### config.mk
export PLATFORM = sky130hd
export DESIGN_NAME = cr16_control_fsm
export DESIGN_NICKNAME = d
export VERILOG_FILES = /design/src/rtl/cr16_pkg.sv /design/src/rtl/cr16_branch_cond.sv /design/src/rtl/cr16_control_fsm.sv
export SDC_FILE = /design/constraint.sdc
export NUM_CORES = 1
export LEC_CHECK = 0
export BUFFER_PORTS_ARGS = -buffer_cell sky130_fd_sc_hd__buf_2
export CORE_ASPECT_RATIO = 0.9
export CORE_MARGIN = 2
export CORE_UTILIZATION = 40
export CTS_CLUSTER_SIZE = 28
export DETAILED_ROUTE_END_ITERATION = 10
export PLACE_DENSITY_LB_ADDON = 0.25
export SLEW_MARGIN = 20
export SYNTH_ARGS = -nofsm -noshare
export SYNTH_HDL_FRONTEND = slang
export SYNTH_SLANG_ARGS = --single-unit
### constraint.sdc
create_clock -name clk -period 1.8 [get_ports clk]
set_input_delay 0.27 -clock clk [delete_from_list [all_inputs] [get_ports clk]]
set_output_delay 0.27 -clock clk [all_outputs]
set_load 0.02 [all_outputs]
### src/rtl/cr16_pkg.sv
// Shared definitions for the CR16 control unit: FSM states, opcode groups,
// branch condition codes and PSR flag bit positions.
package cr16_pkg;

   typedef enum logic [1:0] {
      ST_FETCH   = 2'd0,
      ST_DECODE  = 2'd1,
      ST_EXECUTE = 2'd2,
      ST_HALT    = 2'd3
   } state_t;

   // Opcode groups selected by IR[15:12]
   localparam logic [3:0] OPC_REG   = 4'h0;
   localparam logic [3:0] OPC_BCOND = 4'hC;

   localparam logic [7:0] ALU_ADD = 8'h05;

   localparam logic [3:0] COND_EQ = 4'b0000;
   localparam logic [3:0] COND_NE = 4'b0001;
   localparam logic [3:0] COND_CS = 4'b0010;
   localparam logic [3:0] COND_CC = 4'b0011;
   localparam logic [3:0] COND_GT = 4'b0110;
   localparam logic [3:0] COND_LE = 4'b0111;
   localparam logic [3:0] COND_UC = 4'b1110;

   localparam int FLAG_C = 0;
   localparam int FLAG_L = 1;
   localparam int FLAG_F = 2;
   localparam int FLAG_Z = 3;
   localparam int FLAG_N = 4;

   function automatic logic [15:0] sext8(input logic [7:0] value);
      return {{8{value[7]}}, value};
   endfunction

endpackage

### src/rtl/cr16_branch_cond.sv
// Combinational branch condition evaluator: decides whether a Bcond
// instruction is taken from the latched PSR and the 4-bit condition code.
module cr16_branch_cond
   import cr16_pkg::*;
(
   input  logic [4:0] psr,
   input  logic [3:0] cond,
   output logic       taken
);

   // L and F flags are latched in the PSR but no condition inspects them
   logic unused_lf;
   assign unused_lf = psr[FLAG_L] ^ psr[FLAG_F];

   always_comb begin
      taken = 1'b0;
      case (cond)
         COND_EQ: taken = psr[FLAG_Z];
         COND_NE: taken = ~psr[FLAG_Z];
         COND_CS: taken = psr[FLAG_C];
         COND_CC: taken = ~psr[FLAG_C];
         COND_GT: taken = psr[FLAG_N];
         COND_LE: taken = ~psr[FLAG_N];
         COND_UC: taken = 1'b1;
         default: taken = 1'b0;
      endcase
   end

endmodule

### src/rtl/cr16_control_fsm.sv
// CR16 control FSM: FETCH/DECODE/EXECUTE/HALT sequencing with IR, pc and PSR.
// Define CR16_COND_BRANCH_EN to enable conditional branches (else 1100 is a NOP).
module cr16_control_fsm
   import cr16_pkg::*;
#(
   parameter logic [15:0] RESET_PC  = 16'h0000,
   parameter logic [15:0] HALT_WORD = 16'hFFFF
) (
   input  logic        clk,
   input  logic        reset,
   output logic        instr_req,
   output logic [15:0] instr_addr,
   input  logic        instr_ack,
   input  logic [15:0] instr_data,
   input  logic [4:0]  alu_flags,
   input  logic [15:0] alu_result,
   output logic [3:0]  ra,
   output logic [3:0]  rb,
   output logic [15:0] immediate,
   output logic [7:0]  OP,
   output logic        im_mux,
   output logic        pc_mux,
   output logic        regwrt,
   output logic [15:0] pc,
   output logic        halted
);

   state_t      state;
   logic [15:0] ir;
   logic [4:0]  psr;
   logic [3:0]  opc;
   logic        is_reg;
   logic        is_bcond;
   logic        in_decode_exec;
   logic        taken;

   assign opc            = ir[15:12];
   assign is_reg         = (opc == OPC_REG);
   assign is_bcond       = (opc == OPC_BCOND);
   assign in_decode_exec = (state == ST_DECODE) || (state == ST_EXECUTE);
   assign instr_addr     = pc;

`ifdef CR16_COND_BRANCH_EN
   cr16_branch_cond u_branch_cond (
      .psr   (psr),
      .cond  (ir[11:8]),
      .taken (taken)
   );
`else
   // Without branch support the PSR is still maintained but never consulted
   logic unused_psr;
   assign unused_psr = ^psr;
   assign taken      = 1'b0;
`endif

   always_ff @(posedge clk or posedge reset) begin
      if (reset) begin
         state <= ST_FETCH;
         pc    <= RESET_PC;
         ir    <= 16'h0000;
         psr   <= 5'b00000;
      end else begin
         case (state)
            ST_FETCH: begin
               if (instr_ack) begin
                  ir    <= instr_data;
                  state <= ST_DECODE;
               end
            end
            ST_DECODE: begin
               state <= (ir == HALT_WORD) ? ST_HALT : ST_EXECUTE;
            end
            ST_EXECUTE: begin
               state <= ST_FETCH;
               if (is_bcond) begin
                  pc <= taken ? alu_result : pc + 16'd1;
               end else begin
                  psr <= alu_flags;
                  pc  <= pc + 16'd1;
               end
            end
            ST_HALT: begin
               state <= ST_HALT;
            end
            default: begin
               state <= ST_FETCH;
            end
         endcase
      end
   end

   // Outputs are gated by reset so they drop the instant reset rises
   always_comb begin
      instr_req = 1'b0;
      ra        = 4'h0;
      rb        = 4'h0;
      immediate = 16'h0000;
      OP        = 8'h00;
      im_mux    = 1'b0;
      pc_mux    = 1'b0;
      regwrt    = 1'b0;
      halted    = 1'b0;
      if (!reset) begin
         instr_req = (state == ST_FETCH);
         halted    = (state == ST_HALT);
         regwrt    = (state == ST_EXECUTE) && !is_bcond;
         if (in_decode_exec) begin
            ra = ir[11:8];
            rb = ir[3:0];
            if (is_reg) begin
               OP = {4'h0, ir[7:4]};
            end else if (is_bcond) begin
`ifdef CR16_COND_BRANCH_EN
               OP        = ALU_ADD;
               im_mux    = 1'b1;
               pc_mux    = 1'b1;
               immediate = sext8(ir[7:0]);
`endif
            end else begin
               OP        = {opc, 4'h0};
               im_mux    = 1'b1;
               immediate = sext8(ir[7:0]);
            end
         end
      end
   end

endmodule

# Word-level counts from Yosys, hierarchy flattened
# Index checks and enable logic that the tools add are counted.
# word_totals
regBits	34
output_inout_bits	69
elab_cells	38
# op_classes
addsub	1
n_eq_ne	6
n_mux	22
reduce_logical	6
# op_table
cell	count
$mux 16	4
$mux 8	4
$add 16x1->16 const B	1
$eq 16x16->1 const B	1
$mux 4	4
$mux 1	8
$pmux 2 s4	1
$eq 2x2->1 const B	2
$eq 4x4->1 const B	1
$logic_not 4->1	1
$eq 2x1->1 const B	1
$logic_not 2->1	1
$mux 2	1
$ne 2x2->1 const B	1
$reduce_and 2->1	1
$logic_and 1x1->1	1
$logic_not 1->1	1
$logic_or 1x1->1	1

# Logic depth before layout (Yosys ltp)
# Gate-level depths: netlist of the first run.
# depth
word_depth	5
depth_mapped	7

# Least setup slack after synthesis of the first run
# No wires, ideal clock.
# synth_path
path_type	reg-to-output
start	register state[1]
end	output immediate[10]
arrival_time_ns	2.148
required_ns	1.530
path_slack_ns	-0.618
path_stages_with_launch	7
path_buffers	1
path_cell_list	dfrtp_1 inv_1 ha_1 nor2b_1 a21boi_1 and2_1 buf_4
# synth_between
elab_chain_len	4
elab_cells_between_ends	5
cone_classes	2 x eq/ne; 2 x mux; 1 x reduce/logical
# synth_rtl
element	line_no	text
start, declared	cr16_control_fsm.sv:28	state_t state;
start signal, assigned	cr16_control_fsm.sv:71	state <= (ir == HALT_WORD) ? ST_HALT : ST_EXECUTE;
$eq 2x1->1 / $eq 2x2->1 (equally long branches)	cr16_control_fsm.sv:40	assign in_decode_exec = (state == ST_DECODE) || (state == ST_EXECUTE);
$logic_or 1x1->1 *	cr16_control_fsm.sv:40	
$mux 16 *	cr16_control_fsm.sv:107	if (in_decode_exec) begin
$mux 16 *	cr16_control_fsm.sv:103	if (!reset) begin
end, declared	cr16_control_fsm.sv:19	output logic [15:0] immediate,
# Every way passes the cells marked *; elsewhere a longest branch is shown, timed or not.

# Worst setup path after layout of the first run
# layout_path
start	register state[0]
end	output immediate[0]
# Same word-level chain as after synthesis.

==> summary.txt, run 1 <==
H-tree levels - 2
IO Pins - 109
CTS Sinks - 34
CTS buffer count - 5
Max Cap Violations - 0
Startpoint class of the critical path - register
Ys async rst share - 100.0%
Leak - 1.601 nW
Hold buffers post-CTS - 0
Sequential-to-total area share from yosys stat - 42.66%
Final wirelength - 4728 microns
P&R area growth vs syn - 47.37%
Post-Route Setup TNS - -4.686 ns
Die area - 5568 sq um
Seq. cell area - 850.8 sq um
Wire length per cell - 14.20 microns
Final net count - 313
Yosys warns - 0
CP startpoint - state[0]
Initial core utilization - 41.25%
Number of synthesized flops with an enable pin - 0
Critical setup path kind - register to primary output
Residual DRC - 0
Multi-input gate area - 1072 sq um
Share of cells above drive strength 1 - 63.81%
Power per Cell Area - 507.9 nW/um^2
Clock latency on the worst-skew pair - 0.28 ns
Worst EP required - 1.53 ns
Hold WC Path Type - primary input to async pin
Final hold vios - 0
Largest net degree at the start of global routing - 35
Post-synthesis cell type count - 30
Initial antenna violation count - 0
GRT overflow - 0
First-pass GRT wire length - 7417 microns
Vias in the first global route - 1,473
Status - finished, violations left
Pre-CTS setup slack - 0.04940 ns
Final HPWL DP - 3127 microns
Synth Area per Inst - 10.96 sq um
Reg2Reg Launch Point - state[0]
Rows - 24
Post-DP Area - 2392 sq um
Tmin final - 2.034 ns
Failing checks - setup timing
RSZ-0062 raised after global routing - yes
Worst Clk Skew - 0.003678 ns
Period utilization - 113.0%
Largest area contributor in the netlist - dfrtp_1
CTS root buf - clkbuf_8
Fmax - 491.6 MHz
Worst VDD drop - 0.3222 mV
DRT iter0 DRCs - 66
Placed cell count - 313
Finish-stage setup viols - 33
CTS tree - built
Post-DRT Antenna Nets - 0
Yosys reg bits - 34
Post-synth top flop - dfrtp_1
Final Non-Filler Cells - 333
Most frequent cells in the layout - buf_2 (51), buf_6 (39), dfrtp_1 (34)
Largest cells by area after synthesis - dfrtp_1 (43%), mux2_2 (10%), buf_4 (9.8%)
Commonest non-fill, non-tap cell in the layout - buf_2
Drt pass-1 iters - 4
Tot GR Track Use - 17.13%
Port bufs - 86
CP endpoint kind - primary output
Worst-path fanout max - 4
Die Wd - 78.43 microns
Syn_nets - 228
Synth top area share - 42.66%
Clock transition at path regs - 0.07 ns
Synth Instances - 182
Area of the core - 4835 sq um
Data arrival, critical path - 1.76 ns
Slew Viols, Final - 0
Via/cell ratio - 4.787
RD Place Congestion - 0.7838
Number of diodes - 0
Fin worst setup slack - -0.2343 ns
Layout fillers - 397
Fin area - 2939 sq um
Post-Synthesis Cell Area - 1994 sq um
Die Y - 70.99 microns
Via count - 1,594
Clk buf depth - 2
cell usage after synthesis, types with 4 or more instances:
| library cell | n |
|---|---|
| and2_1 | 22 |
| nor2b_1 | 4 |
| nor2_1 | 6 |
| xor2_1 | 11 |
| nand2_1 | 11 |
| dfrtp_1 | 34 |
| mux2_2 | 18 |
| xnor2_1 | 5 |
| buf_4 | 26 |
| ha_1 | 6 |
| inv_1 | 5 |
| nor3_1 | 4 |
| nand4_1 | 7 |
report_power, final:
| group | total, mW | switching (mW) | internal [mW] |
|---|---|---|---|
| registers | 0.764 | 0 | 0.764 |
| clock network | 0.684 | 0.277 | 0.407 |
| logic | 0.0447 | 0.0275 | 0.0172 |
| total | 1.49 | 0.305 | 1.19 |
worst paths after layout:
kind	cells past startpoint	endpoint	slack [ns]
setup / recovery	7	immediate[0]	-0.23
hold / removal	3	ir[15]	0.19
setup reg to reg	7	state[0]	0.21
hold reg to reg	1	instr_addr[15]	0.49
max in group asynchronous	3	instr_addr[15]	1.30
min in group clk	2	ir[3]	0.21
stage by stage:
stage          hold WS [ns]  power, mW  utilization [%]
2_1_floorplan        0.4202     0.7958                -
3_3_place_gp         0.4698     0.8226            49.48
3_5_place_dp         0.4793     0.8227            49.48
4_1_cts              0.1908      1.513            58.28
5_1_grt              0.2014      1.553            60.79
6_report             0.1899      1.493            60.79
flip-flops by register name (all words and copies together), names as in the netlist:
name        flops
ir             16
instr_addr     16
state           2
worst max-delay path, cell delays in order (launching register included):
cell      delay [ns]
dfrtp_1         0.37
inv_2           0.06
ha_4            0.25
nor2b_4         0.15
buf_4           0.13
a21boi_4        0.22
and2_1          0.18
buf_6           0.12
repair_timing:
| action | CTS | global route |
|---|---|---|
| gates resized for setup | 77 | 26 |
| cloned | 3 | 0 |
| pin swaps | 10 | 6 |
| endpoints found under the setup margin | 34 | 35 |
| setup buffers | 6 | 4 |
metal layers:
metal | up-vias | wire length [microns] | GRT usage [%]
met4 | 0 | 44 | 4.678
li1 | 763 | - | -
met1 | 775 | 2144 | 24.45
met3 | 5 | 237 | 3.954
met5 | - | 0 | 0
met2 | 51 | 2302 | 26.34
final cells by class:
cell class                      count  area share, %
Multi-Input combinational cell    116          36.48
Sequential cell                    34          28.95
Timing Repair Buffer              105          27.46
Tap cell                           65          2.767
Clock buffer                        5          2.341
Clock inverter                      3          1.362
Inverter                            5         0.6386
kinds of logic after synthesis:
family / Yosys count / share of synthesized area, %
fa+ha+maj: 6 / 3.764
buf+inv: 34 / 11.73
mux: 18 / 10.16
flops: 34 / 42.66
other cells: 1 / 0.1880
xor+xnor: 16 / 7.026
simple gates: 67 / 22.46
compound gates: 6 / 2.008
Power figures use the tool's default switching activity.
==> inputs of run 2 (changes only) <==
--- a/config.mk
+++ b/config.mk
@@ -5,6 +5,7 @@
 export SDC_FILE = /design/constraint.sdc
 export NUM_CORES = 1
 export LEC_CHECK = 0
+export ABC_AREA = 1
 export BUFFER_PORTS_ARGS = -buffer_cell sky130_fd_sc_hd__buf_2
 export CORE_ASPECT_RATIO = 0.9
 export CORE_MARGIN = 2
==> run 2 against run 1 <==
  * The run still ends with setup timing left
  * Combinational power grew to 55 times the previous value
  * Clock power shrank 21%
  * Die area shrank 0.53%
  * Fmax grew 9.3%
  * Power grew to 2.8 times the previous value
  * Critical path depth is the same
  * Clock skew grew 0.0028 ns
  * Area after synthesis shrank 0.56%
  * Non-clock buffer count shrank 11
  * Clock-buffer cell count is the same
  * Worst setup slack gained 0.17 ns
  * Hold slack lost 0.020 ns
  * Critical endpoint is now immediate[12]
  * Highest routed layer unchanged
==> summary.txt, run 2 <==
Status - finished, violations left
Failing checks - setup timing
Post-Synthesis Cell Area - 1983 sq um (-0.56%)
Critical setup path kind - register to primary output
Tot GR Track Use - 16.58% (-0.55 points)
CTS buffer count - 5 (unchanged)
Port bufs - 86 (unchanged)
Via/cell ratio - 4.396 (-8.2%)
Syn_nets - 303 (+33%)
Period utilization - 103.4% (-9.6 points)
Worst EP required - 1.53 ns (about the same)
Hold WC Path Type - primary input to async pin
Die area - 5538 sq um (-0.53%)
RD Place Congestion - 0.7441 (-5.1%)
P&R area growth vs syn - 33.00%
Seq. cell area - 850.8 sq um (unchanged)
Power after layout - 4.210 mW (+180%)
Synth cell count leaders - nor2_1 (54), inv_1 (41), dfrtp_1 (34)
Post-DRT Antenna Nets - 0 (unchanged)
Clock transition at path regs - 0.07 ns (about the same)
Largest area contributor in the netlist - dfrtp_1
Post-synthesis cell type count - 23 (-23%)
Clock latency on the worst-skew pair - 0.28 ns (about the same)
Via count - 1,741 (+9.2%)
Worst VDD drop - 0.9889 mV (+210%)
CTS root buf - clkbuf_8
Number of synthesized flops with an enable pin - 0 (unchanged)
Wire length per cell - 11.14 microns (-22%)
IO Pins - 109 (unchanged)
Most frequent cells in the layout - buf_2 (59), nor2_1 (49), inv_1 (37)
Ys async rst share - 100.0% (unchanged)
Rows - 24 (unchanged)
Leak - 1.524 nW (-4.8%)
Final wirelength - 4411 microns (-6.7%)
Synth Area per Inst - 7.717 sq um (-30%)
Initial antenna violation count - 0 (unchanged)
Clk buf depth - 2 (unchanged)
Die Wd - 78.22 microns (-0.27%)
Worst Clk Skew - 0.006460 ns (+0.002781 ns)
Sequential-to-total area share from yosys stat - 42.90% (+0.24 points)
CP Cell Sequence - inv_2, ha_4, nand2_4, inv_4, nand3_4, nor2_4, buf_6
Vias in the first global route - 1,616 (+9.7%)
RSZ-0062 raised after global routing - yes
Fmax - 537.4 MHz (+9.3%)
Drt pass-1 iters - 4 (unchanged)
Power per Cell Area - 1596 nW/um^2 (+210%)
CTS Sinks - 34 (unchanged)
Startpoint class of the critical path - register
Share of cells above drive strength 1 - 39.58% (-24 points)
Largest cells by area after synthesis - dfrtp_1 (43%), nor2_1 (10%), buf_4 (9.5%)
Yosys reg bits - 34 (unchanged)
H-tree levels - 2 (unchanged)
Synth Instances - 257 (+41%)
Data arrival, critical path - 1.59 ns (-0.17 ns)
WP buf/inv - 3 (unchanged)
Most common cell in the netlist - nor2_1
Multi-input gate area - 878.3 sq um (-18%)
Worst path max stage delay - 0.38 ns (about the same)
Fin worst setup slack - -0.06066 ns (+0.1736 ns)
First-pass GRT wire length - 7279 microns (-1.9%)
Synth top area share - 42.90% (+0.24 points)
Slowest-stage cell, CP - dfrtp_1
GRT overflow - 0 (unchanged)
CP top delay family - simple AND/OR/NAND/NOR gates
Residual DRC - 0 (unchanged)
CTS tree - built
Slew Viols, Final - 0 (unchanged)
Pre-CTS setup slack - 0.04792 ns (-0.001477 ns)
Final Util - 54.90% (-5.9 points)
Layout fillers - 471 (+19%)
Final HPWL DP - 3097 microns (-0.94%)
Final net count - 377 (+20%)
Die Y - 70.80 microns (-0.27%)
Post-Route Setup TNS - -0.5734 ns (+4.113 ns)
Final hold slack - 0.1699 ns (-0.01999 ns)
Yosys warns - 0 (unchanged)
Finish-stage setup viols - 16 (-52%)
Post-synth top flop - dfrtp_1
Number of diodes - 0 (unchanged)
Tmin final - 1.861 ns (-0.1736 ns)
Final hold vios - 0 (unchanged)
Max Cap Violations - 0 (unchanged)
Initial core utilization - 41.28% (about the same)
Largest net degree at the start of global routing - 35 (unchanged)
Commonest non-fill, non-tap cell in the layout - buf_2
CP endpoint kind - primary output
DRT iter0 DRCs - 55 (-17%)
Area of the core - 4805 sq um (-0.62%)
Worst-path fanout max - 5 (+1)
==> run 2: final timing paths <==
kind | slack [ns] | from | endpoint | depth (start not counted)
max reg2reg | 0.32 | state[0] | instr_addr[12] | 10
max in group asynchronous | 1.32 | reset | ir[4] | 3
min in group clk | 0.23 | instr_data[8] | ir[8] | 3
min reg2reg | 0.51 | instr_addr[6] | instr_addr[6] | 1
max | -0.06 | state[0] | immediate[12] | 7
min | 0.17 | reset | ir[7] | 3
==> run 2: final cells by class <==
| cell class | instances | share of cell area, % |
|---|---|---|
| multi-input cells | 155 | 33.30 |
| flip-flops and latches | 34 | 32.26 |
| repair buffers | 94 | 22.30 |
| inverters | 41 | 6.072 |
| well taps | 65 | 3.083 |
| clock buffers | 5 | 2.609 |
| clock inverters | 2 | 0.3795 |
==> run 2: repair_timing <==
item | CTS | global route
hold buffers | 0 | 0
setup buffers | 4 | 0
resized for setup | 23 | 29
pin swaps | 3 | 3
setup endpoints to repair | 33 | 29
gates cloned | 2 | 0
==> run 2: stage by stage <==
stage | area, sq um | std cells
CTS | 2546 | 396
global placement | 2347 | 383
global route | 2638 | 396
detailed placement | 2347 | 383
floorplan | 2009 | 257
finish | 2638 | 396
==> run 2: tightest hold or removal path: stages <==
cell	delay, ns
buf_2	0.13
clkinvlp_4	0.09
buf_4	0.40
==> run 2: cells by family after synthesis <==
logic type                 count (synthesis)  share of synthesized area [%]
and+or+nand+nor                          114                          24.54
buffers and inverters                     70                          18.04
DFF                                       34                          42.90
AOI/OAI and AO/OA                         20                          5.111
xor gates and xnor gates                  11                          4.858
adders and majority gates                  6                          3.785
other                                      1                         0.1891
muxes                                      1                         0.5678
==> run 2: where the power goes <==
group          switching, mW  internal (mW)  total, mW
registers              0.189           1.01       1.20
logic                   1.52          0.952       2.47
clock network          0.280          0.260      0.539
==> run 2: metal layers <==
layer | vias up | GRT usage, % | part of all wire, % | wire (microns)
li1 | 906 | - | - | -
met1 | 787 | 23.75 | 49 | 2142
met2 | 42 | 24.62 | 45 | 2004
met3 | 6 | 3.954 | 4.6 | 204
met4 | 0 | 6.043 | 1.3 | 59
met5 | - | 0 | 0 | 0
